## src/rtl/reg_transfer_sequencer_pkg.sv

```systemverilog
// Shared definitions for the register-transfer sequencer: opcode, state and
// write-source encodings, bank geometry and the latched command record.
package reg_seq_pkg;

    localparam int NREG  = 4;
    localparam int SEL_W = 2;

    typedef enum logic [1:0] {
        OP_LDI = 2'b00,
        OP_MOV = 2'b01,
        OP_CLR = 2'b10,
        OP_ADD = 2'b11
    } opcode_t;

    typedef enum logic [1:0] {
        IDLE  = 2'b00,
        READ  = 2'b01,
        WRITE = 2'b10,
        DONE  = 2'b11
    } state_t;

    typedef enum logic [1:0] {
        WR_IMM = 2'b00,
        WR_BUS = 2'b01,
        WR_SUM = 2'b10
    } wr_src_t;

    // Register-index fields of a command, captured together on acceptance.
    typedef struct packed {
        opcode_t          opcode;
        logic [SEL_W-1:0] dst;
        logic [SEL_W-1:0] src;
    } cmd_t;

    // Write-data source implied by an opcode; CLR does not load, so its value is unused.
    function automatic wr_src_t wr_src_of(input opcode_t op);
        case (op)
            OP_MOV:  return WR_BUS;
            OP_ADD:  return WR_SUM;
            default: return WR_IMM;
        endcase
    endfunction

endpackage

```

## src/rtl/reg_transfer_sequencer_sel_decoder.sv

```systemverilog
// Index-plus-enable to one-hot decoder, used for both the load and the clear
// strobe vectors of the register bank.
module sel_decoder
    import reg_seq_pkg::*;
(
    input  logic [SEL_W-1:0] i_sel,
    input  logic             i_en,
    output logic [NREG-1:0]  o_onehot
);

    // Decode the selected index into a single high bit when enabled.
    always_comb begin
        // NOTE: default every combinational output first so no path leaves it unassigned (no latch).
        o_onehot = '0;
        if (i_en) begin
            o_onehot[i_sel] = 1'b1;
        end
    end

endmodule

```

## src/rtl/reg_transfer_sequencer.sv

```systemverilog
// Multi-cycle controller for a bank of four load/clear registers with shared
// operand muxes and adder. Accepts one command at a time over Start/Ready,
// drives the bank strobes and mux selects, then pulses Done.
// Optional build macro SEQ_PROTECT_R0_EN: register 0 becomes read-only; a
// non-CLR write to it runs the normal sequence without a strobe and flags Err.
module reg_transfer_sequencer
    import reg_seq_pkg::*;
#(
    parameter int WIDTH = 8
)(
    input  logic             i_clock,
    input  logic             i_clear,
    input  logic             i_start,
    output logic             o_ready,
    input  logic [1:0]       i_opcode,
    input  logic [SEL_W-1:0] i_dst_sel,
    input  logic [SEL_W-1:0] i_src_sel,
    input  logic [WIDTH-1:0] i_imm,
    output logic [NREG-1:0]  o_reg_load,
    output logic [NREG-1:0]  o_reg_clear,
    output logic [SEL_W-1:0] o_a_sel,
    output logic [SEL_W-1:0] o_b_sel,
    output logic [1:0]       o_wr_src,
    output logic [WIDTH-1:0] o_imm_out,
    output logic             o_done,
    output logic             o_err
);

    state_t           r_state;
    state_t           w_next_state;
    cmd_t             r_cmd;
    logic [WIDTH-1:0] r_imm;

    logic             w_accept;
    logic             w_is_clr;
    logic             w_protect;
    logic             w_load_en;
    logic             w_clear_en;
    logic [NREG-1:0]  w_load_dec;
    logic [NREG-1:0]  w_clear_dec;

    assign w_accept = (r_state == IDLE) && i_start;
    assign w_is_clr = (r_cmd.opcode == OP_CLR);

`ifdef SEQ_PROTECT_R0_EN
    // Register 0 is read-only except for an explicit clear.
    assign w_protect = (r_cmd.dst == '0) && !w_is_clr;
`else
    assign w_protect = 1'b0;
`endif

    // State register; Clear aborts any command in flight.
    always_ff @(posedge i_clock) begin
        // NOTE: sequential state uses non-blocking assignments so all flops update from pre-edge values.
        if (i_clear) begin
            r_state <= IDLE;
        end else begin
            r_state <= w_next_state;
        end
    end

    // Next-state sequencing: IDLE -> [READ] -> WRITE -> DONE -> IDLE.
    always_comb begin
        w_next_state = r_state;
        case (r_state)
            IDLE: begin
                if (i_start) begin
                    if (i_opcode == OP_MOV || i_opcode == OP_ADD) begin
                        w_next_state = READ;
                    end else begin
                        w_next_state = WRITE;
                    end
                end
            end
            READ:    w_next_state = WRITE;
            WRITE:   w_next_state = DONE;
            DONE:    w_next_state = IDLE;
            default: w_next_state = IDLE;
        endcase
    end

    // Command latch: captured on acceptance, held until the next acceptance.
    always_ff @(posedge i_clock) begin
        if (i_clear) begin
            r_cmd <= '{opcode: OP_LDI, dst: '0, src: '0};
            r_imm <= '0;
        end else if (w_accept) begin
            r_cmd <= '{opcode: opcode_t'(i_opcode), dst: i_dst_sel, src: i_src_sel};
            r_imm <= i_imm;
        end
    end

    // Exactly one of the two strobe decoders may fire, and only in WRITE.
    assign w_load_en  = (r_state == WRITE) && !w_is_clr && !w_protect;
    assign w_clear_en = (r_state == WRITE) && w_is_clr;

    sel_decoder u_load_dec (
        .i_sel    (r_cmd.dst),
        .i_en     (w_load_en),
        .o_onehot (w_load_dec)
    );

    sel_decoder u_clear_dec (
        .i_sel    (r_cmd.dst),
        .i_en     (w_clear_en),
        .o_onehot (w_clear_dec)
    );

    // Clear overrides the strobes directly so the bank resets in the same cycle.
    assign o_reg_load  = i_clear ? '0 : w_load_dec;
    assign o_reg_clear = i_clear ? '1 : w_clear_dec;

    assign o_ready   = (r_state == IDLE);
    assign o_done    = (r_state == DONE);
    assign o_a_sel   = r_cmd.src;
    assign o_b_sel   = r_cmd.dst;
    assign o_wr_src  = wr_src_of(r_cmd.opcode);
    assign o_imm_out = r_imm;

`ifdef SEQ_PROTECT_R0_EN
    assign o_err = o_done && w_protect;
`else
    assign o_err = 1'b0;
`endif

endmodule

```

## config.mk

```make
export PLATFORM = sky130hd
export DESIGN_NAME = reg_transfer_sequencer
export DESIGN_NICKNAME = d
export VERILOG_FILES = /design/src/rtl/reg_transfer_sequencer_pkg.sv /design/src/rtl/reg_transfer_sequencer_sel_decoder.sv /design/src/rtl/reg_transfer_sequencer.sv
export SDC_FILE = /design/constraint.sdc
export NUM_CORES = 1
export LEC_CHECK = 0
export CAP_MARGIN = 20
export CELL_PAD_IN_SITES_DETAIL_PLACEMENT = 1
export CELL_PAD_IN_SITES_GLOBAL_PLACEMENT = 2
export CORE_UTILIZATION = 34
export DETAILED_ROUTE_END_ITERATION = 7
export DONT_BUFFER_PORTS = 1
export PLACE_DENSITY = 0.77
export SLEW_MARGIN = 15
export SYNTH_ARGS = -nofsm -noshare
export SYNTH_HDL_FRONTEND = slang
export SYNTH_SLANG_ARGS = --single-unit
export TNS_END_PERCENT = 100
```

## constraint.sdc

```tcl
create_clock -name i_clock -period 1.8 [get_ports i_clock]
set_input_delay 0.45 -clock i_clock [delete_from_list [all_inputs] [get_ports i_clock]]
set_output_delay 0.45 -clock i_clock [all_outputs]
set_load 0.1 [all_outputs]
```

* After elaboration in Yosys (flattened, before gate mapping) *
Index checks and enable logic that the tools add are counted.

word-level totals
  register bits after elaboration = 16
  output and inout port bits = 25

cells by class
  magnitude comparators = 2
  eq/ne operators = 9
  multiplexer cells = 10
  reduce and logical (&&, ||, !) cells = 7

operators by type and width
  operator              number
  $mux W4               4
  $eq A2 B2 Y1 const B  5
  $pmux W2 S4           1
  $eq A2 B1 Y1 const B  3
  $logic_and A1 B1 Y1   4
  $mux W2               2
  $pmux W2 S2           1
  $lt A2 B3 Y1 const B  1
  $demux W1 S2          1
  $ge A2 B1 Y1 const B  1
  $logic_not A2 Y1      1
  $ne A2 B2 Y1 const B  1
  $logic_not A1 Y1      1
  $logic_or A1 B1 Y1    1
  $mux W1               1

* Depth between registers and ports, before layout *
  word-level depth = 6
  mapped depth = 5

* Hierarchy *
A second synthesis with hierarchy kept.

second synthesis, totals
  cell total of the unflattened synthesis = 107
  area total of the unflattened synthesis = 984.7 um^2

by module, submodules not included
  module                  times used  cells an instance  area each (um^2)  seq. area each (um^2)
  reg_transfer_sequencer  1           99                 909.6             320.3
  sel_decoder             2           4                  37.5              0.0

* Worst setup path before layout *
OpenSTA, ideal clock, no wires.

  kind = register to output
  from = reg r_state[0]
  to = out o_reg_load[0]
  data arrival time = 3.537 ns
  data required time = 1.350 ns
  setup slack = -2.187 ns
  stages on the path, launching flop included = 5
  cells stage by stage = dfxtp_1 -> inv_1 -> ha_1 -> nand2b_1 -> nor4_1

between the ends
  longest elaborated chain between the ends = 4

RTL lines
  what                    RTL line                                  RTL
  start, declared         reg_transfer_sequencer.sv:29              state_t r_state;
  start signal, assigned  reg_transfer_sequencer.sv:58              r_state <= w_next_state;
  $eq A2 B2 Y1            reg_transfer_sequencer.sv:94              assign w_load_en = (r_state == WRITE) && !w_is_clr && !w_protect;
  $logic_and A1 B1 Y1     reg_transfer_sequencer.sv:94
  $mux W4                 reg_transfer_sequencer_sel_decoder.sv:15  if (i_en) begin
  $mux W4                 reg_transfer_sequencer.sv:110             assign o_reg_load = i_clear ? '0 : w_load_dec;
  end, declared           reg_transfer_sequencer.sv:19              output logic [NREG-1:0] o_reg_load,

Every way passes these cells.

* Worst setup path in the final report *
Ends and elaborated chain as after synthesis.

==> run_results.csv <==
group,metric,value,unit
sta,fin_crit,1.88,ns
power,worst_ir_drop_vdd,1.24,mV
place,gp_congestion,0.672,
yosys,synth_warnings,0,
yosys,synth.distinct_cells,25,
yosys,synth_enable_flop_cells,0,
drt,drt-pass1-iter-count,3,
global_routing,globalRouteTotalUtil,16.7,%
outcome,failed_checks,"setup timing",
clock_network,clock_tree.buffer_depth,2,
yosys,synth_cells,103,
worst_setup_path,worstSetupPathType,"register to output pin",
sta,final.setup.worst_slack,-0.0810,ns
global_routing,grt_overflow_total,0,
drt,ant_nets,0,
floorplanning,fp.dieArea,0.00303,mm²
floorplanning,io-pin-count,42,
yosys,syn-cell-area,956,µm²
floorplanning,fp.dieH,55.0,µm
worst_setup_path,dominant_delay_contributor_by_cell_family_on_the_critical_path,"simple AND/OR/NAND/NOR gates",
global_routing,grt_pass1_wl,3460,µm
yosys,number_of_synthesized_register_bits,16,
sta,clock_skew,0.00523,ns
layout,final_net_count,145,
floorplanning,core_area,0.00257,mm²
sta,report.final.hold_viol_count,0,
yosys,synth.yosys.seq_area_share,33.5,%
worst_setup_path,cp-end-kind,"output pin",
drt,total_length_of_routed_wires,2390,µm
place,port_buffers,0,
worst_setup_path,timing.critical_path.required,1.35,ns
yosys,yosys.area.top_type,"dfxtp_1",
clock_network,number_of_h_tree_levels,1,
yosys,synth.area.top_cells,"dfxtp_1 34%, a21bo_2 15%, a21oi_2 8.2%, nand3_1 7.3%, buf_4 4.7%",
drt,via_per_inst,5.27,
yosys,synthMostInstantiatedCell,"dfxtp_1",
yosys,post_synth_most_frequent_cells,"16 x dfxtp_1, 14 x a21bo_2, 14 x nand3_1",
drt,via_count,806,
layout,final_core_util,54.5,%
floorplanning,start_util,37.2,%
clock_network,cts_tree,"built",
power,pwr_density_cell,1730,mW/mm²
layout,antenna_cells,0,
sta,number_of_failing_setup_endpoints_in_the_final_timing_report,8,
clock_network,clkLatencyLatePin,0.28,ns
floorplanning,std_cell_rows,18,
power,leakage,0.528,nW
global_routing,vias_in_the_first_global_route,778,
sta,post-route-period-util,105,%
yosys,syn_nets,123,
worst_setup_path,critical_path.startpoint_type,"register",
worst_setup_path,timing.critical_path.from,"r_state[0]",
yosys,ys_flop_type,"dfxtp_1",
clock_network,postCtsHoldBufs,0,
worst_setup_path,source_of_the_worst_register_to_register_timing_path,"r_state[0]",
worst_hold_path,holdCritStartpoint,"i_clear",
floorplanning,dieWidth,55.0,µm
worst_setup_path,crit_path_top_delay_cell,"dfxtp_2",
clock_network,cts.root.buffer_cell,"clkbuf_4",
worst_setup_path,cpPeakStageDelay,0.34,ns
flow_run,drv.max_cap_violation_count,0,
yosys,synthesis.area_per_instance,9.28,µm²
drt,detail_route.drc_violations,0,
global_routing,pin_count_of_the_biggest_net_entering_global_routing,32,
sta,grt_setup_unrepaired,"yes",
drt,routed_wire_length_per_instance,15.6,µm
clock_network,numCtsBuffers,3,
yosys,yosys.area.top_type_share,33.5,%
worst_hold_path,timing.hold.worst.class,"input port to register",
worst_setup_path,crit_path_cell_trace,"inv_2, ha_4, nand2b_4, nor4_4, buf_12",
sta,final_max_slew_viol_count,0,
layout,drive_above_1_share,63.4,%
drt,initial_drc_count,6,
outcome,status,"complete, but fails checks",
clock_network,clock-sinks,16,
worst_setup_path,critical_path_arrival,1.43,ns
global_routing,antenna_found_initial,0,
worst_setup_path,critPathBufInv,2,
power,power.total,2.42,mW
sta,max_freq,532,MHz
yosys,asyncSetResetFlopFracSynth,0,%
layout,synthToLayoutAreaGrowth,46.3,%
clock_network,worst_setup_hold_path_clk_slew,0.09,ns
worst_setup_path,crit_fanout,4,
layout,fillerInstances,286,
place,hpwlAfterDp,1760,µm
## timing repair
action | 4_1_cts | 5_1_grt
resized for setup | 10 | 1
pin swaps | 7 | 0
gates cloned | 0 | 0
setup buffers | 2 | 1
hold endpoints to repair | 0 | 0
setup endpoints to repair | 8 | 8
## report_power, final
group          internal, mW  switching (mW)  total, mW
registers             0.454          0.0715      0.526
logic                 0.558            1.15       1.71
clock network        0.0776           0.106      0.184
## final timing paths
path / endpoint / slack [ns] / cells after the start
max reg2reg: r_state[1] / 0.34 / 7
min: r_cmd[4] / 0.21 / 1
min reg2reg: o_a_sel[0] / 0.58 / 2
max: o_reg_load[0] / -0.08 / 5
## layout by cell type, fill, tap and decap left out, drive strengths merged
cell and instances:
nor2b 3, nor3b 1, a32o 1, nor2 2
inv 4, and2 1, nand3b 1, or2 1
dfxtp 16, nand2 2, nor4 4, buf 30
nand3 14, a21bo 14, nand2b 3, a31o 2
clkbuf 3, a311oi 1, conb 1, o21bai 2
a21oi 14, ha 3
## sequential cells by signal (all words and copies together), names as in the netlist
signal and flops:
o_b_sel 2, r_cmd 2, o_a_sel 2, o_imm_out 8, r_state 2
## logic make-up (layout without fill, tap and decap cells)
kind of cell / Yosys count / after routing / share of synthesized area, %
AOI/OAI and AO/OA: 34 / 34 / 31.5
buffers and inverters: 17 / 37 / 12.3
DFF: 16 / 16 / 33.5
and+or+nand+nor: 32 / 32 / 18.3
other: 1 / 1 / 0.392
adders and majority gates: 3 / 3 / 3.93
## per-layer routing
layer / vias up / share of wire [%] / track usage [%]
met5: - / 0 / 0
met4: 0 / 0.42 / 7.50
met3: 2 / 6.3 / 4.37
met2: 28 / 52 / 30.5
met1: 377 / 42 / 17.8
li1: 399 / - / -
## per-stage QoR
| step | worst slack [ns] | cells | TNS (ns) | instance area [µm²] | hold WS (ns) |
|---|---|---|---|---|---|
| CTS | -0.106 | 152 | -0.504 | 1390 | 0.188 |
| detailed placement | 0.0712 | 147 | 0 | 1320 | 0.518 |
| global route | -0.175 | 153 | -1.12 | 1400 | 0.176 |
| global placement | 0.137 | 147 | 0 | 1320 | 0.515 |
| floorplan | -0.389 | 103 | -1.53 | 1070 | 0.517 |
| finish | -0.0810 | 153 | -0.354 | 1400 | 0.209 |
## final cells by class
cell class / instances / area [µm²] / share of cell area [%]
Clock buffer: 3 / 22.5 / 1.61
Inverter: 4 / 15.0 / 1.07
Multi-Input combinational cell: 70 / 648 / 46.3
Sequential cell: 16 / 334 / 23.9
Tap cell: 30 / 37.5 / 2.68
Timing Repair Buffer: 30 / 342 / 24.4
(Power assumes the default switching activity.)
